===== config.mk =====
export PLATFORM = sky130hd
export DESIGN_NAME = id_ex_stage
export DESIGN_NICKNAME = d
export VERILOG_FILES = /design/src/rtl/rv32_pkg.sv /design/src/rtl/rv32_imm_gen.sv /design/src/rtl/id_ex_stage.sv
export SDC_FILE = /design/constraint.sdc
export NUM_CORES = 1
export LEC_CHECK = 0
export ABC_AREA = 1
export BUFFER_PORTS_ARGS = -buffer_cell sky130_fd_sc_hd__buf_2
export CORE_AREA = 2 2 111 113
export CTS_BUF_LIST = sky130_fd_sc_hd__clkbuf_8 sky130_fd_sc_hd__clkbuf_16
export CTS_CLUSTER_SIZE = 20
export DETAILED_ROUTE_END_ITERATION = 8
export DIE_AREA = 0 0 113 115
export HOLD_SLACK_MARGIN = 0.15
export PLACE_DENSITY = 0.8
export SLEW_MARGIN = 20
export SYNTH_ARGS = -nofsm -noshare
export SYNTH_HDL_FRONTEND = slang
export SYNTH_SLANG_ARGS = --single-unit

===== constraint.sdc =====
create_clock -name clk -period 3.7 [get_ports clk]
set_input_delay 0.925 -clock clk [delete_from_list [all_inputs] [get_ports clk]]
set_output_delay 0.925 -clock clk [all_outputs]
set_load 0.005 [all_outputs]

===== src/rtl/rv32_pkg.sv =====
// RV32I decode constants shared by the ID/EX stage and its immediate generator:
// major opcodes, ALU micro-op codes (funct3 encoding) and instruction field widths.
package rv32_pkg;

  localparam int XLEN_W   = 32;
  localparam int OPC_W    = 7;
  localparam int FUNCT3_W = 3;
  localparam int REG_W    = 5;

  localparam logic [OPC_W-1:0] OPC_OP     = 7'b0110011;
  localparam logic [OPC_W-1:0] OPC_OP_IMM = 7'b0010011;
  localparam logic [OPC_W-1:0] OPC_LUI    = 7'b0110111;
  localparam logic [OPC_W-1:0] OPC_AUIPC  = 7'b0010111;

  // ALU micro-ops are encoded exactly as RV32I funct3 so OP/OP-IMM pass funct3 straight through.
  typedef enum logic [FUNCT3_W-1:0] {
    UOP_ADD_SUB = 3'b000,
    UOP_SL      = 3'b001,
    UOP_SLT     = 3'b010,
    UOP_SLTU    = 3'b011,
    UOP_XOR     = 3'b100,
    UOP_SR      = 3'b101,
    UOP_OR      = 3'b110,
    UOP_AND     = 3'b111
  } alu_uop_e;

  // Everything the decoder produces for one instruction, before it is registered.
  typedef struct packed {
    logic [XLEN_W-1:0] op1;
    logic [XLEN_W-1:0] op2;
    alu_uop_e          uop;
    logic              f7;
    logic [REG_W-1:0]  rd;
    logic              rd_we;
    logic              illegal;
  } dec_t;

endpackage


===== src/rtl/rv32_imm_gen.sv =====
// Combinational immediate extraction for the ALU-class instructions handled by id_ex_stage.
// OP-IMM shifts get a zero-extended shamt, other OP-IMM a sign-extended I-immediate,
// LUI/AUIPC the U-immediate; any other opcode yields zero.
module rv32_imm_gen
  import rv32_pkg::*;
(
  input  logic [XLEN_W-1:0] instr,
  output logic [XLEN_W-1:0] imm
);

  logic [OPC_W-1:0]    opcode;
  logic [FUNCT3_W-1:0] funct3;
  logic                unused_rd;

  assign opcode    = instr[6:0];
  assign funct3    = instr[14:12];
  // The rd field takes no part in any immediate.
  assign unused_rd = ^instr[11:7];

  // Select the immediate format implied by the opcode.
  always_comb begin
    // NOTE: assign a default before the case so every path drives imm and no latch is inferred.
    imm = '0;
    case (opcode)
      OPC_OP_IMM: begin
        if (funct3 == UOP_SL || funct3 == UOP_SR) begin
          // Shift amount only; instr[30] selects arithmetic shift and is carried as f7 instead.
          imm = {27'b0, instr[24:20]};
        end else begin
          imm = {{20{instr[31]}}, instr[31:20]};
        end
      end
      OPC_LUI, OPC_AUIPC: imm = {instr[31:12], 12'b0};
      default:            imm = '0;
    endcase
  end

endmodule


===== src/rtl/id_ex_stage.sv =====
// RV32I decode + operand-select stage feeding alu_32. Reads the register file combinationally,
// builds op1/op2/uop/f7 and holds them in a single-entry valid/ready pipeline register.
// Optional feature: define ID_EX_FWD_EN to bypass the EX-stage result (fwd_*) into op1/op2.
// Without it the fwd_* ports exist but are ignored and upstream must stall on hazards.
module id_ex_stage
  import rv32_pkg::*;
#(
  parameter int              XLEN   = 32,
  parameter logic [XLEN-1:0] RST_PC = '0
) (
  input  logic            clk,
  input  logic            rst_n,
  input  logic            in_valid,
  output logic            in_ready,
  input  logic [XLEN-1:0] in_instr,
  input  logic [XLEN-1:0] in_pc,
  output logic [4:0]      rs1_addr,
  output logic [4:0]      rs2_addr,
  input  logic [XLEN-1:0] rs1_data,
  input  logic [XLEN-1:0] rs2_data,
  input  logic            flush,
  output logic            out_valid,
  input  logic            out_ready,
  output logic [XLEN-1:0] out_op1,
  output logic [XLEN-1:0] out_op2,
  output logic [2:0]      out_uop,
  output logic            out_f7,
  output logic [4:0]      out_rd,
  output logic            out_rd_we,
  output logic [XLEN-1:0] out_pc,
  output logic            out_illegal,
  input  logic [4:0]      fwd_rd,
  input  logic            fwd_we,
  input  logic [XLEN-1:0] fwd_data
);

  logic [OPC_W-1:0]    opcode;
  logic [FUNCT3_W-1:0] funct3;
  logic [XLEN-1:0]     imm;
  logic [XLEN-1:0]     rs1_val;
  logic [XLEN-1:0]     rs2_val;
  logic                load;
  dec_t                dec;

  assign opcode   = in_instr[6:0];
  assign funct3   = in_instr[14:12];
  assign rs1_addr = in_instr[19:15];
  assign rs2_addr = in_instr[24:20];

  rv32_imm_gen u_imm_gen (
    .instr (in_instr),
    .imm   (imm)
  );

`ifdef ID_EX_FWD_EN
  // Bypass each operand independently from the instruction in EX; x0 is never forwarded.
  assign rs1_val = (fwd_we && fwd_rd != '0 && fwd_rd == rs1_addr) ? fwd_data : rs1_data;
  assign rs2_val = (fwd_we && fwd_rd != '0 && fwd_rd == rs2_addr) ? fwd_data : rs2_data;
`else
  logic unused_fwd;

  assign rs1_val    = rs1_data;
  assign rs2_val    = rs2_data;
  assign unused_fwd = ^{fwd_rd, fwd_we, fwd_data};
`endif

  // Single-entry register: accept when empty or when the held entry leaves this cycle.
  assign in_ready = ~out_valid | out_ready;
  assign load     = in_valid & in_ready & ~flush;

  // Decode the incoming instruction into ALU operands and control.
  always_comb begin
    dec    = '0;
    dec.rd = in_instr[11:7];
    case (opcode)
      OPC_OP: begin
        dec.op1 = rs1_val;
        dec.op2 = rs2_val;
        dec.uop = alu_uop_e'(funct3);
        dec.f7  = in_instr[30];
      end
      OPC_OP_IMM: begin
        dec.op1 = rs1_val;
        dec.op2 = imm;
        dec.uop = alu_uop_e'(funct3);
        // instr[30] is an immediate bit for everything except SRLI/SRAI.
        dec.f7  = (funct3 == UOP_SR) ? in_instr[30] : 1'b0;
      end
      OPC_LUI: begin
        dec.op2 = imm;
      end
      OPC_AUIPC: begin
        dec.op1 = in_pc;
        dec.op2 = imm;
      end
      default: begin
        dec.illegal = 1'b1;
      end
    endcase
    dec.rd_we = ~dec.illegal & (dec.rd != '0);
  end

  // Pipeline register: flush kills, load captures, a consumed entry drains; otherwise hold.
  always_ff @(posedge clk or negedge rst_n) begin
    if (!rst_n) begin
      out_valid   <= 1'b0;
      out_op1     <= '0;
      out_op2     <= '0;
      out_uop     <= '0;
      out_f7      <= 1'b0;
      out_rd      <= '0;
      out_rd_we   <= 1'b0;
      out_pc      <= RST_PC;
      out_illegal <= 1'b0;
    end else if (flush) begin
      // NOTE: non-blocking assignments so every register samples pre-edge values, independent of statement order.
      out_valid <= 1'b0;
    end else if (load) begin
      out_valid   <= 1'b1;
      out_op1     <= dec.op1;
      out_op2     <= dec.op2;
      out_uop     <= dec.uop;
      out_f7      <= dec.f7;
      out_rd      <= dec.rd;
      out_rd_we   <= dec.rd_we;
      out_pc      <= in_pc;
      out_illegal <= dec.illegal;
    end else if (out_ready) begin
      out_valid <= 1'b0;
    end
  end

endmodule


# Word-level counts from Yosys, hierarchy flattened
# Index checks and enable logic that the tools add are counted.
# totals
reg_bits	108
out_inout_bits	119
elab_cells	39
# classes
eq_ne	6
n_bitwise	6
reduce_logical	8
n_mux	10
# op_table
cell	count
$pmux 32 s2	3
$mux 32	1
$eq 7x5->1 const B	2
$eq 7x6->1 const B	2
$pmux 4 s2	1
$mux 1	5
$reduce_bool 5->1	1
$reduce_or 2->1	2
$reduce_or 4->1	1
$and 1x1->1	3
$eq 3x1->1 const B	1
$eq 3x3->1 const B	1
$reduce_bool 3->1	1
$reduce_or 3->1	1
$not 1->1	2
$reduce_and 2->1	1
$logic_or 1x1->1	1
$or 1x1->1	1

# Longest topological paths before layout
# depth
word_depth	6
mapped_depth	9
depth_no_buf	7

# Hierarchy
# A second synthesis with hierarchy kept.
# unflattened
cells_unflattened	726
area_unflattened_um2	5449.0
# modules_own_cells
mod	cells_per_inst	area_per_inst_um2	seq_area_each_um2	instances
id_ex_stage	640	5057.4	2702.6	1
rv32_imm_gen	86	391.6	0.0	1

# Worst setup path before layout
# Ideal clock, no wire load.
# synth_timing
path_kind	in2out
start	in out_ready
end	out in_ready
arrival_ns	1.083
required_time_ns	2.775
setup_slack_ns	1.692
cell_stages	2
path_cell_list	nor2_1 -> inv_2
# synth_between
elab_chain_cells	1
# synth_rtl
item	line	text
start: declaration	id_ex_stage.sv:23	input logic out_ready,
$or 1x1->1	id_ex_stage.sv:68	assign in_ready = ~out_valid | out_ready;
end: declaration	id_ex_stage.sv:14	output logic in_ready,
# No other way between the ends.

# Worst setup path after layout
# layout_timing
start	in in_instr[6]
end	reg out_op2[13]
# layout_between
elab_chain_cells	4
elab_cells_between_ends	8
classes_between	4 x eq/ne; 2 x mux; 2 x reduce/logical
# layout_rtl
item	line	text
start: declaration	id_ex_stage.sv:15	input logic [XLEN-1:0] in_instr,
$eq 7x6->1 or $eq 7x5->1 (tied branches)	rv32_imm_gen.sv:24, id_ex_stage.sv:75	
$reduce_or 2->1	rv32_imm_gen.sv:24	case (opcode)
$pmux 32 s2	rv32_imm_gen.sv:24	
$pmux 32 s2 *	id_ex_stage.sv:75	case (opcode)
end signal: assignment	id_ex_stage.sv:121	out_op2 <= dec.op2;
end: declaration	id_ex_stage.sv:25	output logic [XLEN-1:0] out_op2,
# Mark *: on every way between the ends. The rest lies on a longest branch, timed or not.
# A chain may end at the register's enable or synchronous reset.

==> impl_results.md <==
* Via density per instance at approximately 5.2
* Slowest stage cell on the critical path: sky130_fd_sc_hd__nand3_1
* Highest-count cells in the layout ignoring fill and taps: sky130_fd_sc_hd__nand2_1 (259), sky130_fd_sc_hd__buf_2 (250), sky130_fd_sc_hd__nand3_1 (175)
* Number of vias after detailed routing at around 5300
* Fin worst setup slack at ~1.3 ns
* Category of the most critical setup path: input port to flip-flop
* Status: finished, violations left
* Top Ports at 290
* Tot GR Track Use at about a quarter
* First-pass DRT Iterations at 7
* Power density relative to cell area at 387 nW/um2
* Number of H-tree levels at 3
* Worst hold stages at 2
* Max VDD drop at approximately 360 uV
* Number of global-route vias before repair at around 4900
* Remaining global-route overflow at 0
* Cell family contributing the most delay on the critical path: simple AND/OR/NAND/NOR gates
* Register clock-pin slew on the reported worst setup and hold paths at 0.07 ns
* Root Buffer Master: sky130_fd_sc_hd__clkbuf_16
* # rows at 40
* Kind of launch point of the worst setup path: input port
* Total setup buffers inserted after CTS at 0
* WP buf/inv at 3
* Resized cells post-CTS at 0
* Hold Path End: out_uop[1]$_DFFE_PN0P_
* Initial Utilization at 44.3%
* Leakage Power at approximately 4 nW
* Delay of the slowest cell on the worst path at between 0.6 and 0.7 ns
* Proportion of netlist area held by the largest area contributor at 51.6%
* Hold path startpoint: out_uop[1]$_DFFE_PN0P_
* Combined area of all synthesized cells at 5230 um2
* Violated checks: design-rule violations
* Setup slack, reg-to-reg at ~1.7 ns
* Global-route wire length before repair at approximately 25 mm
* Vertical die dimension at 115 um
* Final critical-path share of the clock period at a little under two thirds
* Final hold viol count at 0
* Most area-hungry cell type in the Yosys netlist: sky130_fd_sc_hd__dfrtp_1
* Largest cells by area after synthesis: sky130_fd_sc_hd__dfrtp_1 (52%), sky130_fd_sc_hd__nand2_1 (19%), sky130_fd_sc_hd__nand3_1 (17%)
* Data arrival time of the worst path at roughly 2.6 ns
* Critical-path cell list: buf_2, inv_2, nand2_2, nor2_1, buf_4, nand3_1, nand3_1, nand2_1, nand2_1
* Slew at the pin closest to its max-slew limit at 0.847 ns
* Maximum number of pins on one net before global-route repair at between 80 and 90
* Fill cells at about 1100
* Maximum Capacitance Violations at 0
* Max-slew violation count at 0
* Most frequent standard cell in the layout excluding fill and tap cells: sky130_fd_sc_hd__nand2_1
* Fraction of final layout cells with drive strength greater than 1 at between 30% and 40%
* Synth Warn # at 0
* Half-perimeter wire length after placement at 11.2 mm
* DRC marker count from the first detailed-route iteration at around 480
* Detail-routed net length per standard cell at about 16 um
* I/O Buffers at between 200 and 300
* Clock buffers created by TritonCTS at 9
* Total wirelength of the detailed-routed design at approximately 16 mm
* Clock tree from TritonCTS: done
* Synthesized instance count at 647
* Sequential-to-total area share from yosys stat at 51.6%
* Setup Skew at roughly 0.010 ns
* Worst hold-check path type: flip-flop to flip-flop
* Drt drc at 11
* Number of setup violations in the final report at 0
* Final Critical Period at roughly 2.4 ns
* Post-CTS Hold Fix Bufs at 0
* Inserted Diodes at 0
* Clock sink count at roughly 110
* Endpoint required time on the critical path at 3.98 ns
* Post-placement worst setup slack at ~1.0 ns
* Yosys cell types at 23
* Syn Nets at just over 800
* Startpoint of the lowest-slack register-to-register path: out_valid$_DFFE_PN0P_
* Capturing point of the worst reg2reg path: out_illegal$_DFFE_PN0P_
* Routability congestion estimate from global placement at just under 0.9
* Final TNS setup at 0 ns
* Post-synthesis sequential element count at around 110
* Area delta synth->final at 27.6%
* Depth of the worst register-to-register path at 6
* Fmax at roughly 430 MHz
* Die footprint at about 13000 um2
* Number of routed nets with antenna violations at 0
* Highest fanout seen on the critical path at 21
* CORE AREA at between 10000 and 15000 um2
* RSZ-0062 raised after global routing: false
* Max-Slew Margin vs Limit at a little over two fifths
* Antenna violations before repair at 0
* Maximum root-to-sink buffer count at 2
* Critical Path Sink Type: flip-flop
* Latest clock arrival within the worst-skew pair at roughly 0.34 ns
* Post-synthesis average cell area at between 8 and 9 um2
* Net count of the finished layout at between 1000 and 1500
* Die boundary width at roughly 110 um
* Worst Hold Slack at approximately 0.48 ns
flip-flops by register name, summed over array words and instances (netlist names):
name and flops:
out_f7 1, out_illegal 1, out_op1 32, out_op2 32
out_pc 32, out_rd 5, out_rd_we 1, out_uop 3
out_valid 1
through the flow:
stage               total power (W)  util (%)  cell area (um2)  instances
floorplan                   0.00147         -             5230        647
global placement            0.00167      54.1             6390        999
detailed placement          0.00168      54.1             6390        999
CTS                         0.00261      56.6             6680       1015
global route                0.00271      56.6             6680       1015
finish                      0.00259      56.6             6680       1015
synth_stat cells (all sizes together):
| cell | n |
|---|---|
| buf | 50 |
| nand2 | 265 |
| nor3 | 2 |
| nor2 | 10 |
| dfrtp | 108 |
| inv | 14 |
| o21ai | 11 |
| nand3 | 176 |
| a21oi | 1 |
| nand4 | 5 |
| clkbuf | 5 |
cell type report:
cell class | count | area (um2) | share of cell area [%]
Inverter | 14 | 55.1 | 0.824
Clock inverter | 6 | 47.5 | 0.712
Timing Repair Buffer | 260 | 1340 | 20.0
Tap cell | 147 | 184 | 2.75
Clock buffer | 10 | 239 | 3.58
Sequential cell | 108 | 2700 | 40.5
Multi-Input combinational cell | 470 | 2110 | 31.6
logic make-up after synthesis:
kind of cell / count (synthesis) / synth area share [%]
flops: 108 / 51.6
compound gates: 12 / 1.15
simple gates: 458 / 39.1
buf+inv: 69 / 8.13
worst reg2reg max path, stage by stage, from the launching register on:
cell and delay [ns]:
sky130_fd_sc_hd__dfrtp_1 0.34, sky130_fd_sc_hd__inv_1 0.04, sky130_fd_sc_hd__nor2_1 0.10, sky130_fd_sc_hd__inv_2 0.07, sky130_fd_sc_hd__nand2_4 0.29, sky130_fd_sc_hd__buf_4 0.73
sky130_fd_sc_hd__o21ai_0 0.25
where the power goes:
part	total [W]	internal, W	switching (W)
sequential	0.00129	0.00125	0.0000386
clock	0.000929	0.000482	0.000447
combinational	0.000369	0.000150	0.000219
total	0.00259	0.00188	0.000704
worst max-delay path by stage:
stage          slack, ns         from                      end  cells past startpoint
6_report            1.35  in_instr[6]  out_op2[13]$_DFFE_PN0P_                      9
5_1_grt             1.18  in_instr[6]  out_op2[13]$_DFFE_PN0P_                      9
4_1_cts             1.37  in_instr[6]  out_op2[13]$_DFFE_PN0P_                      9
3_5_place_dp        1.01        flush  out_op1[27]$_DFFE_PN0P_                      7
3_3_place_gp        1.03        flush  out_op1[26]$_DFFE_PN0P_                      7
2_1_floorplan       1.69    out_ready                 in_ready                      2
per-layer routing:
metal | global-route usage, % | vias up | share of wire (%)
met5 | 0 | - | 0
met4 | 7.15 | 0 | 2.5
met3 | 4.59 | 30 | 6.6
met2 | 38.7 | 208 | 48
met1 | 34.4 | 2490 | 43
li1 | - | 2525 | -
Power figures use the tool's default switching activity.
